<file path="config.mk">
export PLATFORM = sky130hd
export DESIGN_NAME = uart_rx_fifo
export DESIGN_NICKNAME = d
export VERILOG_FILES = /design/src/rtl/uart_pkg.sv /design/src/rtl/uart_fifo_mem.sv /design/src/rtl/uart_rx_fifo.sv
export SDC_FILE = /design/constraint.sdc
export NUM_CORES = 1
export LEC_CHECK = 0
export CORE_UTILIZATION = 25
export CTS_CLUSTER_DIAMETER = 40
export DETAILED_ROUTE_END_ITERATION = 10
export PLACE_DENSITY = 0.47
export SLEW_MARGIN = 20
export SYNTH_ARGS = -nofsm -noshare
export SYNTH_HDL_FRONTEND = slang
export SYNTH_SLANG_ARGS = --single-unit
</file>
<file path="constraint.sdc">
create_clock -name clk -period 7.6 [get_ports clk]
set_input_delay 0.76 -clock clk [delete_from_list [all_inputs] [get_ports clk]]
set_output_delay 0.76 -clock clk [all_outputs]
set_load 0.1 [all_outputs]
</file>
<file path="src/rtl/uart_pkg.sv">
// Shared UART constants. The entry width depends on UART_RX_FIFO_ERR_TAG_EN:
// a tagged entry holds the framing-error bit above the data byte.
package uart_pkg;

  localparam int UART_BYTE_W                = 8;
  localparam int UART_RX_FIFO_DEPTH_DEFAULT = 16;
  localparam int UART_ERRCNT_W              = 8;

`ifdef UART_RX_FIFO_ERR_TAG_EN
  localparam int UART_RX_ENTRY_W = UART_BYTE_W + 1;
`else
  localparam int UART_RX_ENTRY_W = UART_BYTE_W;
`endif

endpackage

</file>
<file path="src/rtl/uart_fifo_mem.sv">
// DEPTH x W storage for the receive FIFO. It has one synchronous write port
// and one asynchronous read port. The contents are never reset.
module uart_fifo_mem #(
  parameter int DEPTH = 16,
  parameter int W     = 8,
  localparam int AW   = $clog2(DEPTH)
) (
  input  logic          clk,
  input  logic          wr_en,
  input  logic [AW-1:0] wr_addr,
  input  logic [W-1:0]  wr_data,
  input  logic [AW-1:0] rd_addr,
  output logic [W-1:0]  rd_data
);

  logic [W-1:0] mem [DEPTH];

  always_ff @(posedge clk) begin
    if (wr_en) mem[wr_addr] <= wr_data;
  end

  assign rd_data = mem[rd_addr];

endmodule

</file>
<file path="src/rtl/uart_rx_fifo.sv">
// Receive FIFO behind the Uart8 receiver, with level/flag/overflow/error accounting.
// Define UART_RX_FIFO_ERR_TAG_EN to store errored bytes with a tag and expose outErr.
module uart_rx_fifo
  import uart_pkg::*;
#(
  parameter int DEPTH = UART_RX_FIFO_DEPTH_DEFAULT,
  localparam int AW   = $clog2(DEPTH)
) (
  input  logic                     clk,
  input  logic                     reset,
  input  logic                     rxDone,
  input  logic                     rxErr,
  input  logic [UART_BYTE_W-1:0]   rxByte,
  output logic [UART_BYTE_W-1:0]   outData,
  output logic                     outValid,
  input  logic                     outReady,
`ifdef UART_RX_FIFO_ERR_TAG_EN
  output logic                     outErr,
`endif
  output logic [AW:0]              count,
  output logic                     full,
  output logic                     empty,
  output logic                     overflow,
  input  logic                     clearOverflow,
  output logic [UART_ERRCNT_W-1:0] errCount
);

  localparam logic [AW:0] FULL_LEVEL = (AW+1)'(DEPTH);

  logic [AW:0]                wp;
  logic [AW:0]                rp;
  logic [UART_RX_ENTRY_W-1:0] wr_entry;
  logic [UART_RX_ENTRY_W-1:0] rd_entry;
  logic                       push_req;
  logic                       pop;
  logic                       do_push;
  logic                       drop;

`ifdef UART_RX_FIFO_ERR_TAG_EN
  assign push_req = rxDone;
  assign wr_entry = {rxErr, rxByte};
  assign outErr   = outValid & rd_entry[UART_BYTE_W];
`else
  assign push_req = rxDone & ~rxErr;
  assign wr_entry = rxByte;
`endif

  // The extra pointer MSB separates full from empty once the index wraps.
  assign count    = wp - rp;
  assign full     = (count == FULL_LEVEL);
  assign empty    = (count == '0);
  assign outValid = ~empty;
  assign pop      = outValid & outReady;
  assign do_push  = push_req & (~full | pop);
  assign drop     = push_req & full & ~pop;
  assign outData  = outValid ? rd_entry[UART_BYTE_W-1:0] : '0;

  uart_fifo_mem #(
    .DEPTH (DEPTH),
    .W     (UART_RX_ENTRY_W)
  ) u_mem (
    .clk     (clk),
    .wr_en   (do_push),
    .wr_addr (wp[AW-1:0]),
    .wr_data (wr_entry),
    .rd_addr (rp[AW-1:0]),
    .rd_data (rd_entry)
  );

  // When overflow is set and cleared in the same cycle, the set takes priority.
  always_ff @(posedge clk or negedge reset) begin
    if (!reset) begin
      wp       <= '0;
      rp       <= '0;
      overflow <= 1'b0;
      errCount <= '0;
    end else begin
      if (do_push) wp <= wp + (AW+1)'(1);
      if (pop)     rp <= rp + (AW+1)'(1);
      if (drop)               overflow <= 1'b1;
      else if (clearOverflow) overflow <= 1'b0;
      if (rxDone && rxErr && (errCount != '1)) errCount <= errCount + 1'b1;
    end
  end

endmodule

</file>
==> flow_summary.json <==
{
  "outcome": "complete, no violations",
  "tritoncts": "done",
  "slew_headroom_pct": 27.3,
  "synth_common_cells": "edfxtp_1, mux4_2, dfrtp_1",
  "finalHoldViolCount": 0,
  "num_io_pins": 39,
  "cts.path.max_buffers": 2,
  "ys_dominant_reg_cell": "edfxtp_1",
  "synth_nets": 342,
  "grt_pass1_vias": 3095,
  "crit_path_end_kind": "output pin",
  "grt_setup_unrepaired": "no",
  "top_layer_used": "met4",
  "finalMaxSlewViolations": 0,
  "cts_setup_buffers": 0,
  "syn_area_per_cell_um2": 19.1,
  "grt_usage_pct": 11.0,
  "ys_seq_area_share_pct": 71.3,
  "drtIter0Drc": 189,
  "synth_most_common_cell": "edfxtp_1",
  "grt_first_pass_wirelength_um": 19000,
  "r2r-start": "rp[0]",
  "gp_congestion": 0.699,
  "cts_hold_buf": 0,
  "numCtsBuffers": 17,
  "clk-insertion-delay-late_ps": 420,
  "dr_wl_met2_um": 6080,
  "die_y_um": 158,
  "final_net_count": 391,
  "ys_ff_latch": 147,
  "dr_wl_met3_um": 508,
  "insertedDiodeCount": 0,
  "rows": 56,
  "wl_per_cell_um": 18.0,
  "skew_ps": 9.42,
  "finalCritPeriodShare_pct": 64.4,
  "cts_sinks": 147,
  "worstPathRequired_ps": 6840,
  "initial_core_util_pct": 25.7,
  "worst-endpoint-arrival_ps": 4140,
  "async_reset_ff_share_pct": 12.9,
  "ant_nets": 0,
  "place_hpwl_um": 8060,
  "worstMarginPinSlew_ps": 1090,
  "crit_start": "rp[0]",
  "viasPerCell": 4.29,
  "io_buffers": 38,
  "synth_area_leader_cell": "edfxtp_1",
  "clk_pin_slew_ps": 60,
  "ys_types": 37,
  "overflow": 0,
  "maxCapViolCount": 0,
  "wl_met1_um": 5710,
  "antenna_found_initial": 0,
  "drt_pass1_iterations": 4,
  "drt-total-wl_um": 12500,
  "yosys_warnings": 0,
  "fin_tns_setup_ps": 0,
  "worstSetupPathType": "reg -> out",
  "cts_resized": 0,
  "vias": 2984,
  "yosys-top-cells-area": "edfxtp_1, mux4_2, dfrtp_1",
  "period_minus_slack_ps": 4900,
  "syn_area_um2": 6060,
  "fp.dieW_um": 158,
  "dieArea_um2": 24900,
  "yosysTopAreaCellShare_pct": 63.4,
  "drive_gt1_share_pct": 20.2,
  "fmax_mhz": 204,
  "syn_inst": 317,
  "h-tree-depth": 4,
  "core_area_um2": 23600,
  "areaGrowthSynthToFinish_pct": 20.9,
  "cp-start-kind": "flip-flop",
  "hold_class": "reg -> reg",
  "setup_violations": 0,
  "grt_max_degree": 37,
  "synth_edf_count": 128,
  "cts-root-buf": "clkbuf_16",
  "drc": 0,
  "critical_path_peak_fanout": 36,
  "hp-start": "errCount[7]"
}
[worst paths after layout]
check                                  end  slack [ps]  depth (start not counted)
setup reg to reg           u_mem.mem[2][0]        3700                          9
setup / recovery                     empty        2700                          9
hold / removal                 errCount[7]         500                          1
max in group asynchronous            rp[0]        6130                          1
hold reg to reg                errCount[7]         500                          1
min in group asynchronous            rp[4]         860                          1
[metrics by stage]
| step | instances | worst slack [ps] | instance area [um^2] | hold slack [ps] | util, % |
|---|---|---|---|---|---|
| 2_1_floorplan | 317 | 1370 | 6060 | 461 | - |
| 3_3_place_gp | 666 | 3040 | 6800 | 483 | 28.8 |
| 3_5_place_dp | 666 | 3020 | 6800 | 496 | 28.8 |
| 4_1_cts | 696 | 2560 | 7320 | 509 | 31.0 |
| 5_1_grt | 696 | 2390 | 7320 | 518 | 31.0 |
| 6_report | 696 | 2700 | 7320 | 501 | 31.0 |
[per-layer routing]
layer	GRT usage (%)	vias to the layer above
met4	5.13	0
met3	2.52	16
met2	17.5	56
met5	0	-
met1	14.1	1568
li1	-	1344
[registers in the layout, indices dropped and copies added (netlist names)]
name       cells
u_mem.mem    128
errCount       8
overflow       1
rp             5
wp             5
[critical path, stage by stage, from the launching register on]
cell and delay, ps:
dfrtp_2 330, buf_4 570, ha_1 270, inv_1 50
fa_1 470, nand3b_1 180, a211o_1 270, a2bb2oi_1 170
buf_4 230, clkdlybuf4s50_1 1160
[final cells by class]
cell class,instances,area (um^2)
fill,2286,16300
sequential,147,4320
multi-input combinational,146,1630
clock buffer,18,429
timing repair buffer,41,403
tap,319,399
clock inverter,12,93.8
inverter,13,48.8
[cell usage in the layout, fill, tap and decap left out, types with 4 or more instances in the layout]
cell             count
ha_1                10
nor2_1              16
dfrtp_1             18
a21oi_1              4
and3_1               4
nor2b_1              9
clkinv_2             5
edfxtp_1           128
nand2_1             11
nand3_1              8
mux4_2              40
clkdlybuf4s50_1     38
xnor2_1             12
xor2_1               6
clkbuf_16           17
inv_1               12
[kinds of logic after synthesis]
logic type	after synthesis	synth area share, %
and+or+nand+nor	65	5.53
DFF	147	71.3
muxes	42	15.2
adders and majority gates	11	2.39
xor gates and xnor gates	18	2.60
AOI/OAI and AO/OA	10	1.14
buffers and inverters	24	1.84
Power is left out: the tool's default activity adds up to more than one toggle a clock period on the data nets, which glitch-free logic cannot reach.
